## src/rtl/cycle_sequencer.sv

```systemverilog
// cycle_sequencer: control-step counter, IR and PSW holder feeding the instruction decoder
module cycle_sequencer #(
  parameter int MAX_CNT    = 4,
  parameter int WAIT_LIMIT = 15
) (
  input  logic        Clk,
  input  logic        Rst,
  input  logic        Start,
  input  logic        MemRdy,
  input  logic        MemReq,
  input  logic [15:0] MemData,
  input  logic        Buff_PC,
  input  logic        Buff_PSW,
  input  logic        Done,
  input  logic [2:0]  ALU_NZC,
  output logic [2:0]  Cnt,
  output logic [7:0]  InsM,
  output logic [1:0]  InsL,
  output logic [15:0] IR,
  output logic [1:0]  PSW_NZC,
  output logic        PSW_N,
  output logic        DecRst,
  output logic        Halted,
  output logic        BusErr,
  output logic [15:0] InsCount
);
  typedef enum logic [1:0] {IDLE, RUN, HALT} state_t;
  state_t state, state_nx;
  logic [2:0] cnt_nx, psw, psw_nx;
  logic [15:0] ir_nx, ins_nx;
  logic [7:0] wait_cnt, wait_nx;
  logic bus_nx, stall, retire;
  always_ff @(posedge Clk or negedge Rst)
    if (!Rst) begin
      state    <= IDLE;
      Cnt      <= '0;
      IR       <= '0;
      psw      <= '0;
      InsCount <= '0;
      wait_cnt <= '0;
      BusErr   <= 1'b0;
    end else begin
      state    <= state_nx;
      Cnt      <= cnt_nx;
      IR       <= ir_nx;
      psw      <= psw_nx;
      InsCount <= ins_nx;
      wait_cnt <= wait_nx;
      BusErr   <= bus_nx;
    end
  always_comb begin
    stall    = (Cnt == 3'd0 || MemReq) && !MemRdy;
    retire   = Done || Buff_PC || Cnt == 3'(MAX_CNT);
    state_nx = state;
    cnt_nx   = Cnt;
    ir_nx    = IR;
    psw_nx   = psw;
    ins_nx   = InsCount;
    wait_nx  = wait_cnt;
    bus_nx   = BusErr;
    case (state)
      IDLE: begin
        cnt_nx   = '0;
        state_nx = Start ? RUN : IDLE;
      end
      RUN:
        if (stall) begin
          // timeout on the WAIT_LIMIT-th consecutive stalled cycle
          bus_nx   = BusErr || wait_cnt == 8'(WAIT_LIMIT - 1);
          state_nx = wait_cnt == 8'(WAIT_LIMIT - 1) ? HALT : RUN;
          cnt_nx   = wait_cnt == 8'(WAIT_LIMIT - 1) ? 3'd0 : Cnt;
          wait_nx  = wait_cnt + 8'd1;
        end else begin
          wait_nx  = '0;
          cnt_nx   = retire ? 3'd0 : Cnt + 3'd1;
          ins_nx   = retire ? InsCount + 16'd1 : InsCount;
          state_nx = Done ? HALT : RUN;
          ir_nx    = Cnt == 3'd0 ? MemData : IR;
          psw_nx   = Buff_PSW ? ALU_NZC : psw;
        end
      default: cnt_nx = '0;
    endcase
  end
  assign InsM    = IR[15:8];
  assign InsL    = IR[1:0];
  assign PSW_NZC = psw[1:0];
  assign PSW_N   = psw[2];
  assign DecRst  = state != RUN;
  assign Halted  = state == HALT;
endmodule
```

## config.mk

```make
export PLATFORM = sky130hd
export DESIGN_NAME = cycle_sequencer
export DESIGN_NICKNAME = d
export VERILOG_FILES = /design/src/rtl/cycle_sequencer.sv
export SDC_FILE = /design/constraint.sdc
export NUM_CORES = 1
export LEC_CHECK = 0
export CORE_MARGIN = 2
export CORE_UTILIZATION = 49
export DETAILED_ROUTE_END_ITERATION = 12
export PLACE_DENSITY_LB_ADDON = 0.05
export SYNTH_ARGS = -nofsm -noshare
export SYNTH_HDL_FRONTEND = slang
export SYNTH_SLANG_ARGS = --single-unit
```

## constraint.sdc

```tcl
create_clock -name Clk -period 3.7 [get_ports Clk]
set_input_delay 0.37 -clock Clk [delete_from_list [all_inputs] [get_ports Clk]]
set_output_delay 0.37 -clock Clk [all_outputs]
set_load 0.1 [all_outputs]
```

======== Word-level counts from Yosys, hierarchy flattened ========
Cells that the tools add are included.
cells by class
  add/subtract/negate cells ............... 3
  multiply operators ...................... 0
  divide/modulo/power cells ............... 0
  $lt $le $gt $ge ......................... 0
  equality and inequality tests ........... 6
  shift-type cells ........................ 0
  multiplexer cells ....................... 10
  bitwise operators ....................... 1
  reductions and logical operators ........ 13
operator list
  operator                                                                  count
  16-bit by 1-bit adder with 16-bit output (second input constant)          1
  3-bit 2-to-1 mux                                                          4
  3-bit AND reduction                                                       3
  8-bit by 1-bit adder with 8-bit output (second input constant)            1
  8-bit by 4-bit equality test with 1-bit output (second input constant)    1
  8-bit 2-to-1 mux                                                          1
  2-bit 2-to-1 mux                                                          3
  1-bit logical OR                                                          4
  2-bit case mux with 2 select lines                                        1
  3-bit by 1-bit adder with 3-bit output (second input constant)            1
  3-bit equality test (second input constant)                               1
  3-bit logical NOT                                                         1
  3-bit inequality test (second input constant)                             1
  2-bit by 1-bit equality test with 1-bit output (second input constant)    1
  2-bit equality test (second input constant)                               1
  2-bit logical NOT                                                         1
  2-bit by 1-bit inequality test with 1-bit output (second input constant)  1
  2-bit AND reduction                                                       1
  2-bit nonzero test                                                        1
  1-bit logical AND                                                         1
  1-bit logical NOT                                                         1
  1-bit 2-to-1 mux                                                          1
  1-bit inverter                                                            1
word-level totals
  flip-flop bits (word level) ............. 49
  latch bits .............................. 0
  RAM bits ................................ 0
  bits in read-only memories .............. 0
  input bits .............................. 27
  logic and storage cells ................. 40
  memories kept ........................... 0

======== Logic depth before layout (Yosys ltp) ========
  word-level depth ........................ 5
  gate-level depth with buffers ........... 8

======== Worst setup path after synthesis ========
Ideal clock, no wire load.
  path type ............................... flip-flop to flip-flop
  start point ............................. reg Cnt[0]
  end point ............................... reg IR[0]
  arrival ................................. 2.553 ns
  data required time ...................... 3.572 ns
  slack ................................... 1.019 ns
  cell stages (with the launch flop) ...... 9
  path buffers ............................ 2
  clock period less this slack ............ 2.681 ns
  cell sequence ........................... dfrtp_1 -> inv_1 -> ha_1 -> nor3b_1 -> nor3_1 -> and2_1 -> buf_2 -> buf_2 -> mux2_1
on the way
  longest elaborated chain between the ends .. 5
RTL lines
  element                          line    RTL
  start: declaration               16      output logic [2:0] Cnt,
  start signal: assignment         44      Cnt <= cnt_nx;
  3-bit logical NOT *              52, 78
  1-bit logical OR                 52      stall = (Cnt == 3'd0 || MemReq) && !MemRdy;
  1-bit logical AND                52
  1-bit inverter (no line)         --
  3-bit AND reduction (no line) *  --
  end signal: assignment           45      IR <= ir_nx;
  end: declaration                 19      output logic [15:0] IR,
Every way passes the cells marked *; elsewhere a longest branch is shown, timed or not.
A chain may end at the register's enable or synchronous reset.

======== Worst setup path in the final report ========
  start point ............................. reg state[1]
  end point ............................... out DecRst
on the way
  longest elaborated chain between the ends .. 1
RTL lines
  element                                           line  RTL
  start: declaration                                28    state_t state, state_nx;
  start signal: assignment                          43    state <= state_nx;
  2-bit by 1-bit inequality test with 1-bit output  88    assign DecRst = state != RUN;
  end: declaration                                  22    output logic DecRst,
Every way passes these cells.

==> flow_summary.ini <==
[worst_setup_path]
cp.arrival_ps = 2230
worstPathRequired_ps = 3330
endpoint_kind = primary output
path_class = register to primary output
startpoint_type = register
cp_cell_sequence = and2b_2 > inv_2 > clkdlybuf4s50_1
cp_slowest_cell = clkdlybuf4s50_1
cp_slowest_stage_delay_ps = 1140
cp_max_fo = 6
r2r_cells = 7

[sta]
fin_ws_ps = 1102
max_freq_mhz = 384.9
final_max_slew_viol_count = 0
fin_skew_ps = 10.11
setup_viol = 0
finalHoldViolCount = 0
tightest_slew_ps = 1003
finalCritPeriodShare_pct = 70.21
period_minus_slack_ps = 2598
totalNegativeSetupSlack_ps = 0
slew_headroom_pct = 32.91
rsz0062_at_grt = no

[layout]
final_util_pct = 71.37
nets = 296
area_growth_pct = 37.25
register_area_um2 = 1226
fillers = 343
drive_gt1_share_pct = 6.792
multi_input_area_um2 = 945.9
finalNonFillerCells = 317
antenna_cells = 0

[grt]
antenna_found_initial = 0
grt_usage_pct = 19.16
grt_max_degree = 50
grt_pass1_vias = 1640
grt_pass1_wl_um = 7817
overflow = 0

[clock_tree]
htreeDepth = 2
clk_path_buf_depth = 2
cts_tree = yes
postCtsSetupBuffers = 0
worst_setup_hold_path_clk_slew_ps = 90
root_buffer = clkbuf_8
cts.hold.buffers_added = 0
cts_num_sinks = 49
clk_latency_ps = 310
cts_buffers = 5
ctsResizeCount = 0

[die]
die_x_um = 72.68
coreArea_um2 = 4444
start_util_pct = 52.00
dieHeight_um = 72.68
rows = 24
io_pins = 78
fp.dieArea_um2 = 5282

[drt]
ant_nets = 0
vias_per_cell = 5.218
route.detailed.drc = 0
wl_um = 4727
drt-initial-drc-count = 73
vias = 1654
wl_per_cell_um = 14.91
dr.pass1.iters = 4

[synth]
syn-mean-instance-area_um2 = 11.97
netlist_instances = 193
syn_nets = 225
synthArstFlopShare_pct = 100.0
ys_ff_latch = 49
syn_area_um2 = 2311
ys_types = 39
synthFlopType = dfrtp_1
ys_seq_area_share_pct = 53.06
synth_enable_flop_cells = 0
yosysWarnings = 0

[run_status]
outcome = finished, final reports clean

[placement]
gp_congestion = 0.7432
placed_cells = 309
pre_cts_slack_ps = 1170
hpwl_um = 3494
port_buffers = 77

[run]
max-cap-violations = 0

[worst_hold_path]
hp-class = primary input to asynchronous set/reset pin
cells by family after synthesis:
kind of cell / count (synthesis) / share of synthesized area (%)
AND/OR/NAND/NOR: 62 / 16.95
multiplexers: 20 / 9.746
flip-flops: 49 / 53.06
XOR/XNOR: 20 / 7.580
AO/OA/AOI/OAI: 13 / 3.952
adder cells (fa/ha/maj): 5 / 2.707
buffers and inverters: 24 / 6.009
synthesized netlist by cell type, types with 2 or more instances:
library cell | count | area share (%)
a21oi_1 | 2 | 0.43
nand2_1 | 10 | 1.6
ha_1 | 5 | 2.7
nor2b_1 | 3 | 0.81
buf_4 | 10 | 3.2
nor4_4 | 2 | 1.8
nand4b_1 | 2 | 0.76
nor4_2 | 2 | 1.1
o21ai_0 | 3 | 0.65
mux2_1 | 20 | 9.7
inv_1 | 8 | 1.3
nand3_1 | 5 | 1.1
a211oi_1 | 2 | 0.65
a211o_1 | 3 | 1.1
or3_1 | 2 | 0.54
nor4_1 | 4 | 1.1
nor2_1 | 9 | 1.5
nand4_1 | 5 | 1.4
xnor2_1 | 6 | 2.3
dfrtp_1 | 49 | 53
nor3_1 | 8 | 1.7
xor2_1 | 14 | 5.3
buf_2 | 3 | 0.65
cell type report:
cell class | count | area share (%)
multi-input cells | 120 | 29.82
repair buffers | 79 | 24.62
flip-flops and latches | 49 | 38.66
well taps | 52 | 2.051
clock buffers | 6 | 2.604
inverters | 9 | 1.065
clock inverters | 2 | 1.183
state kept, by name, summed over array words and instances (netlist names):
| name | flops |
|---|---|
| BusErr | 1 |
| Cnt | 3 |
| IR | 16 |
| InsCount | 16 |
| psw | 3 |
| state | 2 |
| wait_cnt | 8 |
cells in the final DEF (no fill, tap or decap), types with 6 or more instances in the layout:
master and n:
inv_1 8, nor2_1 9, xor2_1 14, xnor2_1 6, clkbuf_8 6, dfrtp_1 49, mux2_1 20, nand2_1 10
clkdlybuf4s50_1 76, nor3_1 8
routing by layer:
layer / vias to the layer above / global-route usage [%] / routed length (um)
li1: 802 / - / -
met4: 0 / 6.173 / 68
met1: 784 / 26.14 / 2291
met3: 6 / 6.077 / 347
met5: - / 0 / 0
met2: 62 / 29.29 / 2020
final timing paths:
| kind | from | end | slack (ps) |
|---|---|---|---|
| setup / recovery | state[1]$_DFFE_PN0P_ | DecRst | 1100 |
| max in group asynchronous | Rst | InsCount[8]$_DFFE_PN0P_ | 3120 |
| setup reg to reg | Cnt[0]$_DFFE_PN0P_ | IR[1]$_DFFE_PN0P_ | 1280 |
| min in group Clk | InsCount[15]$_DFFE_PN0P_ | InsCount[15]$_DFFE_PN0P_ | 480 |
| hold / removal | Rst | IR[14]$_DFFE_PN0P_ | 160 |
| hold reg to reg | InsCount[15]$_DFFE_PN0P_ | InsCount[15]$_DFFE_PN0P_ | 480 |
worst max-delay path: cells and delay by family (launching register included):
family	cells	cell delay (ps)
buffers and inverters	2	1240
DFF	1	410
and+or+nand+nor	1	270
metrics by stage:
stage | hold slack (ps) | cell area, um^2
global route | 217.4 | 3172
finish | 157.6 | 3172
detailed placement | 473.6 | 3052
global placement | 460.3 | 3052
CTS | 171.5 | 3172
floorplan | 74.41 | 2311
Power is left out: the tool's default activity adds up to more than one toggle a clock period on the data nets, which glitch-free logic cannot reach.
